## config.mk

```make
export PLATFORM = sky130hd
export DESIGN_NAME = lcd_share_arb
export DESIGN_NICKNAME = d
export VERILOG_FILES = /design/src/rtl/lcd_share_arb_pkg.sv /design/src/rtl/lcd_share_arb_rr_pick.sv /design/src/rtl/lcd_share_arb.sv
export SDC_FILE = /design/constraint.sdc
export NUM_CORES = 1
export LEC_CHECK = 0
export BUFFER_PORTS_ARGS = -buffer_cell sky130_fd_sc_hd__buf_4
export CAP_MARGIN = 20
export CELL_PAD_IN_SITES_DETAIL_PLACEMENT = 0
export CELL_PAD_IN_SITES_GLOBAL_PLACEMENT = 1
export CORE_MARGIN = 2
export CORE_UTILIZATION = 38
export DETAILED_ROUTE_END_ITERATION = 8
export PLACE_DENSITY_LB_ADDON = 0.1
export SLEW_MARGIN = 40
export SYNTH_ARGS = -nofsm -noshare
export SYNTH_HDL_FRONTEND = slang
export SYNTH_SLANG_ARGS = --single-unit
export TNS_END_PERCENT = 100
```

## constraint.sdc

```tcl
create_clock -name clk -period 3.1 [get_ports clk]
set_clock_uncertainty 0.15 [all_clocks]
set_input_delay 0.155 -clock clk [delete_from_list [all_inputs] [get_ports clk]]
set_output_delay 0.155 -clock clk [all_outputs]
set_load 0.005 [all_outputs]
```

## src/rtl/lcd_share_arb_pkg.sv

```systemverilog
// Shared LCD arbitration constants and state type.
// Included by the arbiter top; the picker does not need it.
package liblcd;

  localparam logic [7:0] LCD_CLEAR_BYTE = 8'hFF;

  typedef enum logic [1:0] {
    IDLE,
    CLEAR,
    XFER
  } lcd_arb_state_t;

endpackage

```

## src/rtl/lcd_share_arb_rr_pick.sv

```systemverilog
// Combinational round-robin picker: first set request scanning upward from ptr+1,
// wrapping modulo N_REQ, so the requester at ptr itself is considered last.
module lcd_rr_pick #(
  parameter int N_REQ = 4,
  parameter int IW    = $clog2(N_REQ)
) (
  input  logic [N_REQ-1:0] req_i,
  input  logic [IW-1:0]    ptr_i,
  output logic [N_REQ-1:0] onehot_o,
  output logic [IW-1:0]    idx_o,
  output logic             any_o
);

  // One spare bit so ptr+k never overflows before the modulo correction.
  logic [IW:0] cand;

  always_comb begin
    onehot_o = '0;
    idx_o    = '0;
    any_o    = 1'b0;
    cand     = '0;
    for (int k = 1; k <= N_REQ; k++) begin
      cand = {1'b0, ptr_i} + (IW+1)'(k);
      if (cand >= (IW+1)'(N_REQ)) begin
        cand = cand - (IW+1)'(N_REQ);
      end
      if (!any_o && req_i[cand[IW-1:0]]) begin
        any_o                    = 1'b1;
        idx_o                    = cand[IW-1:0];
        onehot_o[cand[IW-1:0]]   = 1'b1;
      end
    end
  end

endmodule

```

## src/rtl/lcd_share_arb.sv

```systemverilog
// Message-granular round-robin sharing of one lcd_ctrl byte port, with optional
// clear-on-owner-change and a watchdog that aborts messages stalled by their owner.
module lcd_share_arb
  import liblcd::*;
#(
  parameter int N_REQ           = 4,
  parameter int CLEAR_ON_SWITCH = 1,
  parameter int TIMEOUT         = 4096,
  localparam int IW             = $clog2(N_REQ),
  localparam int WW             = $clog2(TIMEOUT)
) (
  input  logic               clk,
  input  logic               rst,
  input  logic [N_REQ-1:0]   req_val_i,
  input  logic [8*N_REQ-1:0] req_bits_i,
  input  logic [N_REQ-1:0]   req_last_i,
  output logic [N_REQ-1:0]   req_rdy_o,
  input  logic               lcd_rdy_i,
  output logic               lcd_val_o,
  output logic [7:0]         lcd_bits_o,
  output logic [IW-1:0]      grant_id_o,
  output logic               busy_o,
  output logic               abort_o
);

  lcd_arb_state_t state_q, state_d;
  logic [IW-1:0]  grant_q, grant_d;
  logic [IW-1:0]  ptr_q, ptr_d;
  logic [IW-1:0]  prev_q, prev_d;
  logic           owner_valid_q, owner_valid_d;
  logic [WW-1:0]  wd_q, wd_d;

  logic [7:0]       req_byte [N_REQ];
  logic [N_REQ-1:0] pick_onehot;
  logic [IW-1:0]    pick_idx;
  logic             pick_any;
  logic             hs;

  generate
    for (genvar gi = 0; gi < N_REQ; gi++) begin : g_req
      assign req_byte[gi]  = req_bits_i[8*gi +: 8];
      assign req_rdy_o[gi] = (state_q == XFER) && (grant_q == IW'(gi)) &&
                             lcd_rdy_i && req_val_i[gi];
    end
  endgenerate

  lcd_rr_pick #(.N_REQ(N_REQ), .IW(IW)) u_pick (
    .req_i    (req_val_i),
    .ptr_i    (ptr_q),
    .onehot_o (pick_onehot),
    .idx_o    (pick_idx),
    .any_o    (pick_any)
  );

  assign hs         = lcd_rdy_i && req_val_i[grant_q];
  assign grant_id_o = grant_q;
  assign busy_o     = (state_q != IDLE);

  always_comb begin
    state_d       = state_q;
    grant_d       = grant_q;
    ptr_d         = ptr_q;
    prev_d        = prev_q;
    owner_valid_d = owner_valid_q;
    wd_d          = wd_q;
    lcd_val_o     = 1'b0;
    lcd_bits_o    = '0;
    abort_o       = 1'b0;
    case (state_q)
      IDLE: begin
        if (pick_any) begin
          grant_d = pick_idx;
          wd_d    = '0;
          if ((CLEAR_ON_SWITCH != 0) && (!owner_valid_q || !pick_onehot[prev_q])) begin
            state_d = CLEAR;
          end else begin
            state_d = XFER;
          end
        end
      end
      CLEAR: begin
        lcd_val_o  = 1'b1;
        lcd_bits_o = LCD_CLEAR_BYTE;
        if (lcd_rdy_i) begin
          state_d       = XFER;
          owner_valid_d = 1'b1;
          prev_d        = grant_q;
          wd_d          = '0;
        end
      end
      XFER: begin
        lcd_val_o  = req_val_i[grant_q];
        lcd_bits_o = req_byte[grant_q];
        // A handshake on the expiry cycle still counts as progress.
        if (hs) begin
          wd_d = '0;
          if (req_last_i[grant_q]) begin
            state_d = IDLE;
            ptr_d   = grant_q;
          end
        end else if (wd_q == WW'(TIMEOUT - 1)) begin
          state_d = IDLE;
          ptr_d   = grant_q;
          abort_o = 1'b1;
        end else begin
          wd_d = wd_q + 1'b1;
        end
      end
      default: state_d = IDLE;
    endcase
  end

  always_ff @(posedge clk) begin
    if (rst) begin
      state_q       <= IDLE;
      grant_q       <= '0;
      ptr_q         <= IW'(N_REQ - 1);
      prev_q        <= '0;
      owner_valid_q <= 1'b0;
      wd_q          <= '0;
    end else begin
      state_q       <= state_d;
      grant_q       <= grant_d;
      ptr_q         <= ptr_d;
      prev_q        <= prev_d;
      owner_valid_q <= owner_valid_d;
      wd_q          <= wd_d;
    end
  end

endmodule

```

==> out/qor.csv <==
metric,value,unit
outcome,finished clean,
cp_slowest_cell,mux4_2,
relSlewSlack,70.9,%
drtAntennaViolNets,0,
post-dp-hpwl,3920,microns
wirelength,5270,microns
place_congestion,0.816,
top_layer,met4,
synth_top_family_by_area,simple AND/OR/NAND/NOR gates,
synth_top_cell_by_area,dfxtp_1,
worstPathCellList,"inv_1, ha_1, mux4_2, nand2_1, o21ai_0, o311ai_0, o22a_1, o22ai_1",
remaining_drc_errors,0,
synth_compound_area_share,15.6,%
reg2reg_depth,8,
grt_use_total,17.3,%
syn_to_final_growth,29.0,%
cp.arrival,2.54,ns
vias,1906,
synthFlopType,dfxtp_1,
yosys.area_share.adder,8.33,%
multi_input_area,1410,sq um
synthMuxAreaShare,18.8,%
synthArstFlopShare,0,%
worst_slew_pin_slew,0.432,ns
design_area,2520,sq um
setup_viol,0,
die-area,5730,sq um
clkTransAtPathRegs,0.08,ns
utilization,50.0,%
root_buffer,clkbuf_8,
cts_setup_buffers,0,
layout-drive-gt1-share,28.9,%
tns,0,ns
cts_htree_levels,1,
cp.buffers_inverters,1,
synth_edf_count,0,
fin_nets,344,
first_pass_iters,4,
final_cells,357,
crit_type,reg2reg,
core_area,5040,sq um
io_buffer_count,59,
synth_area_leaders,"dfxtp_1, ha_1, mux4_1",
timing.max_cap.violations,0,
syn_avg_cell_area,8.46,sq um
start_kind,flop,
worstReg2RegEnd,state_q[1]$_SDFFE_PP0P_,
grt_overflow_total,0,
grt_first_pass_wirelength,7500,microns
worst-endpoint-required,3.10,ns
insertedDiodeCount,0,
netlist.area_leader.share,21.5,%
p_leak,1.02,nW
start_util,38.7,%
max_freq,0.395,GHz
hold_violations,0,
peakVddDrop,193,uV
critical-path-top-delay-family,compound AO/OA/AOI/OAI gates,
path_max_fanout,12,
clockBufferDepth,2,
wl_met2,2350,microns
dpl_cell_area,2460,sq um
num_rows,26,
layout_min_cycle_time,2.53,ns
synth-simple-area-share,24.6,%
layout_common_cells,"buf_4, nand2_1, nor2_1, dfxtp_1, a21oi_1",
grt_pass1_vias,1577,
synth_xor_area_share,4.93,%
wl_per_cell,14.8,microns
r2r_start,ptr_q[0]$_SDFFE_PP1P_,
rsz0062_at_grt,no,
die_w,75.7,microns
grt_max_degree,18,
hold_depth,3,
synth.distinct_cells,48,
powerDensity,516,nW/um^2
rrSetupSlack,0.57,ns
endpoint_kind,flop,
antenna_found_initial,0,
finalCritPeriodShare,81.7,%
nFillCells,498,
post_drt_via_cell_ratio,5.34,
final_common_cell,buf_4,
hp-class,in2reg,
ios,60,
synth_area,1950,sq um
yosys_warnings,0,
cts_tree,done,
syn_nets,287,
slew_viol_final,0,
worst_path_largest_cell_delay,0.63,ns
drtIter0Drc,83,
cts_buffers,3,
holdCritStartpoint,lcd_rdy_i,
wl_met3,377,microns
seq_area_frac_synth,21.5,%
clk_latency,0.26,ns
postSynthCellCount,231,
synth_seq_cells,21,
seq_area,420,sq um
whs_endpoint,owner_valid_q$_SDFFE_PP0P_,
numClockSinks,21,
place_inst,352,
dieHeight,75.7,microns
wl_met1,2510,microns
layout make-up:
cell class              count  area share (%)
well taps                  70            3.48
flip-flops and latches     21            16.7
clock buffers               3            1.64
inverters                  13            1.94
repair buffers             67            20.1
clock inverters             1           0.199
multi-input cells         182            56.0
routing by layer:
layer	track usage, %	vias to the layer above
li1	-	948
met1	23.7	891
met2	29.3	63
met3	2.51	4
met4	2.92	0
met5	0	-
worst reg2reg max path: cells and delay by family, from the launching register on:
family                     cells  cell delay [ns]
AOI/OAI and AO/OA              4             0.77
adders and majority gates      1             0.36
buffers and inverters          1             0.09
DFF                            1             0.33
muxes                          1             0.63
and+or+nand+nor                1             0.10
metrics by stage:
step	worst slack [ns]	power (mW)	hold slack, ns
6_report	0.566	1.30	0.0824
3_3_place_gp	0.619	1.13	0.270
3_5_place_dp	0.576	1.13	0.272
5_1_grt	0.370	1.39	0.119
2_1_floorplan	0.240	0.858	0.185
4_1_cts	0.571	1.31	0.0828
sequential cells by signal, summed over array words and instances, names as in the netlist:
| signal | count |
|---|---|
| ptr_q | 2 |
| wd_q | 12 |
| grant_id_o | 2 |
| owner_valid_q | 1 |
| state_q | 2 |
| prev_q | 2 |
timing repair:
| item | 4_1_cts | 5_1_grt |
|---|---|---|
| hold endpoints to repair | 2 | 0 |
| hold buffers | 1 | 0 |
| gates resized for setup | 0 | 0 |
synthesized netlist by cell type, types with 3 or more instances:
cell type / count
a21oi_1: 14
buf_2: 4
clkbuf_1: 9
dfxtp_1: 21
ha_1: 13
inv_1: 13
mux2i_1: 4
mux4_1: 6
mux4_2: 7
nand2_1: 24
nand2b_1: 3
nand3_1: 10
nor2_1: 22
nor2b_1: 10
nor3_1: 7
nor3b_1: 4
nor4_1: 3
o21ai_0: 8
o22ai_1: 4
xnor2_1: 10
kinds of logic (layout without fill, tap and decap cells):
| kind of cell | count (synthesis) | in the layout |
|---|---|---|
| xor+xnor | 11 | 11 |
| fa+ha+maj | 13 | 13 |
| buf+inv | 28 | 84 |
| mux | 18 | 18 |
| flops | 21 | 21 |
| compound gates | 45 | 45 |
| simple gates | 95 | 95 |
power by group:
| part | total, mW | internal (mW) | leakage (nW) | switching [mW] |
|---|---|---|---|---|
| Combinational | 0.787 | 0.391 | 0.820 | 0.396 |
| Clock | 0.184 | 0.0896 | 0.0255 | 0.0945 |
| Sequential | 0.328 | 0.302 | 0.170 | 0.0254 |
worst max-delay path by stage:
| stage | start | endpoint | depth (start not counted) |
|---|---|---|---|
| after floorplan | ptr_q[0]$_SDFFE_PP1P_ | state_q[1]$_SDFFE_PP0P_ | 10 |
| after global placement | ptr_q[0]$_SDFFE_PP1P_ | state_q[1]$_SDFFE_PP0P_ | 8 |
| after detailed placement | ptr_q[0]$_SDFFE_PP1P_ | state_q[1]$_SDFFE_PP0P_ | 8 |
| after CTS | ptr_q[0]$_SDFFE_PP1P_ | state_q[1]$_SDFFE_PP0P_ | 8 |
| after global routing | ptr_q[0]$_SDFFE_PP1P_ | state_q[1]$_SDFFE_PP0P_ | 8 |
| final | ptr_q[0]$_SDFFE_PP1P_ | state_q[1]$_SDFFE_PP0P_ | 8 |
Power figures use the tool's default switching activity.
